### config.mk
export PLATFORM = sky130hd
export DESIGN_NAME = mult_share_sched
export DESIGN_NICKNAME = d
export VERILOG_FILES = /design/src/rtl/mult_share_sched.sv
export SDC_FILE = /design/constraint.sdc
export NUM_CORES = 1
export LEC_CHECK = 0
export ABC_AREA = 1
export CORE_AREA = 2 2 178 180
export DETAILED_ROUTE_END_ITERATION = 8
export DIE_AREA = 0 0 180 182
export HOLD_SLACK_MARGIN = 0.1
export SETUP_SLACK_MARGIN = 0.4
export SYNTH_ARGS = -nofsm -noshare
export SYNTH_HDL_FRONTEND = slang
export SYNTH_SLANG_ARGS = --single-unit
### constraint.sdc
create_clock -name clk -period 1.8 [get_ports clk]
set_input_delay 0.27 -clock clk [delete_from_list [all_inputs] [get_ports clk]]
set_output_delay 0.27 -clock clk [all_outputs]
set_load 0.02 [all_outputs]
### src/rtl/mult_share_sched.sv
// mult_share_sched: round-robin arbiter sharing one sequential signed
// multiplier among N_REQ requesters, with a completion watchdog.
// Ports:
//   clk, rst           clock, asynchronous active-low reset
//   req_valid/ready    per-requester handshake (req_ready one-hot, IDLE only)
//   req_a, req_b       packed operands, requester i at [i*WIDTH +: WIDTH]
//   resp_valid/ready   result handshake
//   resp_id/p/err      owner index, product (0 on timeout), watchdog flag
//   mul_start          one-cycle start pulse to the multiplier
//   mul_a, mul_b       operands held from ISSUE through WAIT
//   mul_done, mul_p    multiplier completion and product (sampled in WAIT)
module mult_share_sched #(
  parameter  int unsigned N_REQ   = 4,
  parameter  int unsigned WIDTH   = 32,
  parameter  int unsigned TIMEOUT = 255,
  localparam int unsigned IDW     = (N_REQ > 1) ? $clog2(N_REQ) : 1
) (
  input  logic                   clk,
  input  logic                   rst,
  input  logic [N_REQ-1:0]       req_valid,
  input  logic [N_REQ*WIDTH-1:0] req_a,
  input  logic [N_REQ*WIDTH-1:0] req_b,
  output logic [N_REQ-1:0]       req_ready,
  output logic                   resp_valid,
  input  logic                   resp_ready,
  output logic [IDW-1:0]         resp_id,
  output logic [2*WIDTH-1:0]     resp_p,
  output logic                   resp_err,
  output logic                   mul_start,
  output logic [WIDTH-1:0]       mul_a,
  output logic [WIDTH-1:0]       mul_b,
  input  logic                   mul_done,
  input  logic [2*WIDTH-1:0]     mul_p
);

  localparam int unsigned CW = 8;

  typedef enum logic [1:0] {S_IDLE, S_ISSUE, S_WAIT, S_RESP} state_t;

  state_t               state, state_d;
  logic [IDW-1:0]       rr_ptr, rr_d;
  logic [CW-1:0]        cnt, cnt_d;
  logic [WIDTH-1:0]     a_d, b_d;
  logic [IDW-1:0]       id_d;
  logic [2*WIDTH-1:0]   p_d;
  logic                 err_d, rv_d, start_d;
  logic                 found;
  logic [IDW-1:0]       gidx;

  // First valid requester at or after ptr, wrapping; MSB flags a hit.
  function automatic logic [IDW:0] pick(input logic [N_REQ-1:0] v,
                                        input logic [IDW-1:0]   ptr);
    logic [IDW:0] r;
    int unsigned  j;
    r = '0;
    // Scan downward so the smallest offset from ptr is the last writer.
    for (int i = N_REQ - 1; i >= 0; i--) begin
      j = (32'(ptr) + unsigned'(i)) % N_REQ;
      if (v[j]) r = {1'b1, IDW'(j)};
    end
    return r;
  endfunction

  assign {found, gidx} = pick(req_valid, rr_ptr);

  // State and registered outputs.
  always_ff @(posedge clk or negedge rst) begin
    if (!rst) begin
      state      <= S_IDLE;
      rr_ptr     <= '0;
      cnt        <= '0;
      mul_a      <= '0;
      mul_b      <= '0;
      resp_id    <= '0;
      resp_p     <= '0;
      resp_err   <= 1'b0;
      resp_valid <= 1'b0;
      mul_start  <= 1'b0;
    end else begin
      state      <= state_d;
      rr_ptr     <= rr_d;
      cnt        <= cnt_d;
      mul_a      <= a_d;
      mul_b      <= b_d;
      resp_id    <= id_d;
      resp_p     <= p_d;
      resp_err   <= err_d;
      resp_valid <= rv_d;
      mul_start  <= start_d;
    end
  end

  // Next-state and next-output decode.
  always_comb begin
    state_d   = state;
    rr_d      = rr_ptr;
    cnt_d     = cnt;
    a_d       = mul_a;
    b_d       = mul_b;
    id_d      = resp_id;
    p_d       = resp_p;
    err_d     = resp_err;
    rv_d      = resp_valid;
    start_d   = 1'b0;
    req_ready = '0;

    unique case (state)
      S_IDLE: begin
        // rst qualifies the grant so nothing is accepted while held in reset.
        if (rst && found) begin
          req_ready = N_REQ'(1) << gidx;
          a_d       = req_a[32'(gidx) * WIDTH +: WIDTH];
          b_d       = req_b[32'(gidx) * WIDTH +: WIDTH];
          id_d      = gidx;
          rr_d      = (gidx == IDW'(N_REQ - 1)) ? '0 : IDW'(gidx + 1'b1);
          start_d   = 1'b1;
          state_d   = S_ISSUE;
        end
      end
      S_ISSUE: begin
        cnt_d   = '0;
        state_d = S_WAIT;
      end
      S_WAIT: begin
        if (mul_done) begin
          p_d     = mul_p;
          err_d   = 1'b0;
          rv_d    = 1'b1;
          state_d = S_RESP;
        end else if (cnt == CW'(TIMEOUT)) begin
          p_d     = '0;
          err_d   = 1'b1;
          rv_d    = 1'b1;
          state_d = S_RESP;
        end else begin
          cnt_d = cnt + 1'b1;
        end
      end
      S_RESP: begin
        if (resp_ready) begin
          rv_d    = 1'b0;
          state_d = S_IDLE;
        end
      end
      default: state_d = S_IDLE;
    endcase
  end

endmodule
==> summary.md, run 1 <==
| Metric | Value |
|---|---|
| Number of I/O pins | 465 |
| Grt ovf | 0 |
| Synth area leaders | dfrtp_1, nand2_1, nand3_1, inv_1, a22o_1 |
| Syn avg cell area | 6.74 µm² |
| Vias | between 10000 and 15000 |
| Final Critical Period | 2.40 ns |
| Status | finished, violations left |
| Total power | 0.0391 W |
| WS Path Type | flip-flop to primary output |
| Initial antenna violation count | 4 |
| CTS sink count | 145 |
| Chip width | between 150 and 200 µm |
| CP top delay family | buffers and inverters |
| Filler Cells Inserted | 2775 |
| Crit path max fanout | 7 |
| Setup_tns | -32.27 ns |
| Share of layout cells above drive strength 1 | 20.3% |
| EDFF count, synth | 0 |
| Final Routed Wirelength | 47700 µm |
| Die footprint | 32800 µm² |
| Fmax | ~420 MHz |
| Buffers and inverters on the worst path | 5 |
| Antenna-violating nets left | 0 |
| Site Rows | between 60 and 70 |
| Crit path capture type | primary output |
| Top cell type's share of synthesized area | 40.6% |
| Crit. path cell count | 13 |
| Vias per cell | 4.83 |
| Clock tree buffer depth | 2 |
| Met3 GRT Util | roughly 7% |
| Asr flop ratio synth | 100% |
| Maximum vdd drop | 1.14 mV |
| Starting DRT DRC Count | between 500 and 600 |
| Setup violators final | between 70 and 80 |
| FF+latch count, synth | 145 |
| Layout area overhead | 96.8% |
| Clock slew at reported path FFs | ~0.060 ns |
| Mapped Area | 8940 µm² |
| Synth warn | 0 |
| Core area | slightly above 30000 µm² |
| Crit path arrival time | about 2.1 ns |
| Leak | 9.52 nW |
| Max stage delay on crit path | 0.49 ns |
| Top cells by count, synth | nand2_1, inv_1, nand3_1 |
| Die H | 182 µm |
| Post-DP HPWL | around 28000 µm |
| Top-count cell post-synth | nand2_1 |
| Failing checks | setup timing |
| Final period util | 133% |
| Slowest CP cell | dfrtp_2 |
| Final worst slack | -0.599 ns |
| WHS | 0.00276 ns |
| Nets | roughly 2200 |
| Inserted Clock Buffers | 17 |
| Startpoint types | flip-flop |
| Max transition margin | 57.2% |
| CTS H-tree depth | 4 |
| Required time of the critical path | about 1.5 ns |
| Syn Inst Count | 1327 |
| Max-Cap Viols | 0 |
| GRT met1 Usage | approximately 30% |
| Worst-Skew Late Latency | 0.43 ns |
| Vias in the first global route | 10700 |
| Worst slew pin tran | 0.642 ns |
| Met2 Use GR | 47.7% |
| Initial Util | between 20% and 30% |
| PortBufs | 464 |
| Synth cell types | 24 |
| Crit-path most repeated cell | nand2_2 |
| Final GP Congestion | approximately 0.85 |
| Sequential share of the synthesized area | between 40% and 50% |
| RSZ-0062 raised after global routing | true |
| Synthesized Nets | 1662 |
| Ys flop type | dfrtp_1 |
| Worst Hold Class | input pin to asynchronous set/reset pin |
| Root buf cell | clkbuf_16 |
| DRC errors left | 0 |
| Final Hold Viols | 0 |
| Leading area contributor after synthesis | dfrtp_1 |
| Final Slew Violations | 0 |
| Worst Skew | 0.0174 ns |
| CTS tree | done |
| DR WL/cell | 20.9 µm |
| R2R cell count | 17 |
| Cell Pwr Density | 2220 nW/µm² |
| First-pass GRT wire length | about 66000 µm |
| CP Cell Sequence | buf_6, nand2_2, o21ai_4, nand2_2, buf_4, nand2_2, inv_2, nand2_2, nand2_4, ha_4, inv_2, nor2_4, buf_6 |
| Layer with the highest usage | met2 |
| Largest net degree at the start of global routing | 117 |
| First drt pass iteration count | 5 |
| Total GRT Usage | 26.8% |
==> routing by layer <==
layer / vias up / wire length (µm) / share of wire (%)
met3: 114 / 3600 / 7.5
li1: 5202 / - / -
met2: 530 / 24400 / 51
met1: 5177 / 17600 / 37
met5: - / 14 / 0.029
met4: 2 / 2060 / 4.3
==> metrics by stage <==
step	util [%]	setup slack (ns)	std cells	cell area, µm²
floorplan	-	-0.144	1327	9150
global placement	46.2	-0.886	2160	14300
detailed placement	46.2	-0.866	2160	14300
CTS	53.3	-0.529	2242	16500
finish	56.8	-0.599	2283	17600
global route	56.8	-0.715	2282	17600
==> power by group <==
group	switching, W	leakage, nW	internal (W)
clock network	0.00155	0.280	0.00204
logic	0.0156	7.42	0.0142
registers	0.000942	1.82	0.00474
total	0.0181	9.52	0.0210
==> worst paths after layout <==
kind                            startpoint            to  slack (ns)
worst max register to register   rr_ptr[0]      mul_a[1]       -0.53
worst min-delay path                   rst    resp_p[41]       0.003
worst max-delay path             rr_ptr[0]  req_ready[3]       -0.60
max in group asynchronous              rst     rr_ptr[1]        0.82
min in group clk                       rst     mul_start        0.40
worst min register to register    mul_a[7]      mul_a[7]        0.48
==> state kept, by name (all words and copies together), names as in the netlist, 2 cells and up <==
signal	cells
resp_id	2
rr_ptr	2
resp_p	64
mul_a	32
cnt	8
state	2
mul_b	32
==> cell families after synthesis <==
group	Yosys count	synth area share, %
AO/OA/AOI/OAI	88	7.69
XOR/XNOR	2	0.196
adder cells (fa/ha/maj)	7	0.979
buffers and inverters	369	16.6
flip-flops	145	40.6
AND/OR/NAND/NOR	716	34.0
==> layout by cell type, fill, tap and decap left out, types with 4 or more instances in the layout <==
cell	count
a21oi_1	5
a22o_1	64
buf_12	28
buf_16	30
buf_2	6
buf_4	46
buf_6	22
buf_8	6
clkbuf_16	29
clkdlybuf4s15_2	42
clkdlybuf4s50_1	373
clkinv_4	5
dfrtp_1	143
dlymetal6s2s_1	37
ha_4	4
inv_1	271
inv_2	8
nand2_1	399
nand2_2	24
nand2_4	7
nand3_1	175
nand3_2	80
nand3_4	11
nor2_1	7
nor2_4	9
o21ai_0	5
o21ai_1	8
==> layout make-up <==
cell class	instances	area [µm²]	share of cell area (%)
Antenna cell	3	7.51	0.0426
Clock buffer	18	429	2.44
Clock inverter	12	136	0.775
Inverter	284	1090	6.17
Multi-Input combinational cell	814	4670	26.5
Sequential cell	145	3630	20.6
Tap cell	402	503	2.86
Timing Repair Buffer	605	7140	40.6
==> timing repair <==
item / CTS / global route
gates resized for setup: 292 / 174
endpoints found under the hold margin: 114 / 114
pin swaps: 49 / 70
endpoints found under the setup margin: 280 / 240
setup buffers: 21 / 22
gates cloned: 31 / 16
(Power assumes the default switching activity.)
==> run 2: changes to the inputs <==
CORE_AREA = 2 2 181 183   (was 2 2 178 180)
DIE_AREA = 0 0 183 185   (was 0 0 180 182)
==> summary.md, run 2 (synthesis results as in run 1) <==
| Metric | Value |
|---|---|
| Reg2Reg Setup Slack | -0.56 ns (was -0.53 ns) |
| Crit path arrival time | 2.18 ns (was 2.13 ns) |
| Worst r2r src | rr_ptr[0] (unchanged) |
| DR WL/cell | 17.3 µm (was 20.9 µm) |
| Cell Pwr Density | 1880 nW/µm² (was 2220 nW/µm²) |
| Crit path max fanout | 7 (unchanged) |
| Final period util | 136% (was 133%) |
| RSZ-0062 raised after global routing | true (unchanged) |
| Startpoint types | flip-flop (unchanged) |
| Status | finished, violations left (unchanged) |
| First drt pass iteration count | 7 (was 5) |
| Core Util, Final | 48.6% (was 56.8%) |
| P_sw | 0.0142 W (was 0.0181 W) |
| CTS sink count | 145 (unchanged) |
| Setup violators final | 72 (was 71) |
| Vias | 10200 (was 11000) |
| Pint | 0.0151 W (was 0.0210 W) |
| Initial antenna violation count | 4 (unchanged) |
| Worst Skew | 0.0133 ns (was 0.0174 ns) |
| Nets | 2116 (was 2202) |
| Required time of the critical path | 1.53 ns (about the same) |
| Sw frac | 48.3% (was 46.3%) |
| Comb pwr share | 67.7% (was 76.3%) |
| Root buf cell | clkbuf_16 (unchanged) |
| Die footprint | 33900 µm² (was 32800 µm²) |
| Max Used Layer | met4 (was met5) |
| Clk pwr share | 13.1% (was 9.2%) |
| WS Path Type | flip-flop to primary output (unchanged) |
| Initial Util | 27.9% (was 28.9%) |
| Final Critical Period | 2.45 ns (was 2.40 ns) |
| First-pass GRT wire length | 56900 µm (was 65900 µm) |
| Worst-Skew Late Latency | 0.43 ns (about the same) |
| Max-Cap Viols | 0 (unchanged) |
| WL met3 | 3070 µm (was 3600 µm) |
| Final Routed Wirelength | 38200 µm (was 47700 µm) |
| Post-DP Area | 14400 µm² (was 14300 µm²) |
| Sequential Power Share | 19.2% (was 14.5%) |
| Clock slew at reported path FFs | 0.07 ns (was 0.06 ns) |
| CTS tree | done (unchanged) |
| Largest net degree at the start of global routing | 70 (was 117) |
| Final Hold Viols | 0 (unchanged) |
| DR WL met2 | 19200 µm (was 24400 µm) |
| Number of I/O pins | 465 (unchanged) |
| R2R cell count | 15 (was 17) |
| Commonest non-fill, non-tap cell in the layout | nand2_1 (unchanged) |
| Final instance area | 15600 µm² (was 17600 µm²) |
| Starting DRT DRC Count | 447 (was 567) |
| FF-to-FF End | mul_b[18] (was mul_a[1]) |
| Failing checks | setup timing (unchanged) |
| Antenna-violating nets left | 0 (unchanged) |
| Most frequent cells in the layout | nand2_1, clkdlybuf4s50_1, inv_1 (unchanged) |
| DRC errors left | 0 (unchanged) |
| Layout area overhead | 73.9% (was 96.8%) |
| Core area | 32000 µm² (was 31000 µm²) |
| Final worst slack | -0.651 ns (was -0.599 ns) |
| Grt ovf | 0 (unchanged) |
| Final GP Congestion | 0.857 (was 0.852) |
| Worst Hold Class | input pin to asynchronous set/reset pin (unchanged) |
| Max transition margin | 49.0% (was 57.2%) |
| Share of layout cells above drive strength 1 | 8.53% (was 20.3%) |
| CTS H-tree depth | 4 (unchanged) |
| Crit path capture type | primary output (unchanged) |
| Total power | 0.0293 W (was 0.0391 W) |
| Setup_tns | -33.51 ns (was -32.27 ns) |
| Pre-CTS setup slack | -0.874 ns (was -0.866 ns) |
| Clock tree buffer depth | 2 (unchanged) |
| M1 WL | 15200 µm (was 17600 µm) |
| PortBufs | 464 (unchanged) |
| Vias in the first global route | 10000 (was 10700) |
| Maximum vdd drop | 1.04 mV (was 1.14 mV) |
| Fmax | 408 MHz (was 417 MHz) |
| Leak | 9.36 nW (was 9.52 nW) |
| Vias per cell | 4.62 (was 4.83) |
| Die H | 185 µm (was 182 µm) |
| Max reg flops | 64 (unchanged) |
| Largest reg by FF count | resp_p (unchanged) |
| Total GRT Usage | 21.9% (was 26.8%) |
| Site Rows | 66 (was 65) |
| Inserted Clock Buffers | 17 (unchanged) |
| Worst slew pin tran | 0.762 ns (was 0.642 ns) |
| Post-DP HPWL | 28000 µm (was 27700 µm) |
| Chip width | 183 µm (was 180 µm) |
| Biggest regs | resp_p (64), mul_a (32), mul_b (32) (unchanged) |
| Final Slew Violations | 0 (unchanged) |
[run 2: power groups by stage]
stage	combinational, W	clock, W	sequential (W)
2_1_floorplan	0.0101	0	0.00721
5_1_grt	0.0219	0.00410	0.00579
6_report	0.0198	0.00384	0.00562
3_5_place_dp	0.0192	0	0.00570
4_1_cts	0.0201	0.00396	0.00567
3_3_place_gp	0.0190	0	0.00568
[run 2: layout make-up]
class	instances	area, µm²
clock buffer	17	425
inverter	284	1070
clock inverter	15	195
tap	408	510
antenna	6	15.0
timing repair buffer	520	5610
fill	3205	16500
sequential	145	3630
multi-input combinational	813	4100
[run 2: what timing repair did]
| action | in CTS | in global routing |
|---|---|---|
| hold endpoints to repair | 15 | 0 |
| endpoints found under the setup margin | 277 | 274 |
| cloned | 2 | 0 |
| hold buffers | 1 | 0 |
| gates resized for setup | 95 | 134 |
| setup buffers | 3 | 0 |
| pin swaps | 48 | 10 |
[run 2: metal layers]
layer	GRT usage [%]	vias up
met5	0	-
met4	7.65	0
met3	6.65	34
met2	38.3	404
met1	25.5	4767
li1	-	4991
[run 2: how the worst max path moves through the flow]
stage	from	end	slack [ns]	cells past startpoint
2_1_floorplan	rr_ptr[0]	req_ready[3]	-0.14	12
3_3_place_gp	req_valid[2]	req_ready[3]	-0.90	13
3_5_place_dp	req_valid[3]	mul_a[18]	-0.87	14
4_1_cts	rr_ptr[0]	req_ready[2]	-0.59	11
5_1_grt	rr_ptr[0]	req_ready[1]	-0.74	12
6_report	rr_ptr[0]	req_ready[1]	-0.65	12
[run 2: critical path, cell delays in order, from the launching register on]
cell and delay [ns]:
dfrtp_2 0.48, buf_6 0.17, nand2_1 0.07, nand3_1 0.10, nand2_1 0.09, nand3_2 0.12
nand2_2 0.12, nand2_4 0.08, nand2_8 0.11, buf_4 0.12, nand2_4 0.05, nor2_4 0.11
buf_6 0.12
[run 2: per-stage QoR]
| step | cells | hold WS [ns] |
|---|---|---|
| finish | 2208 | 0.138 |
| global route | 2205 | 0.186 |
| CTS | 2202 | 0.182 |
| detailed placement | 2164 | 0.330 |
| global placement | 2164 | 0.341 |
| floorplan | 1327 | -0.0256 |
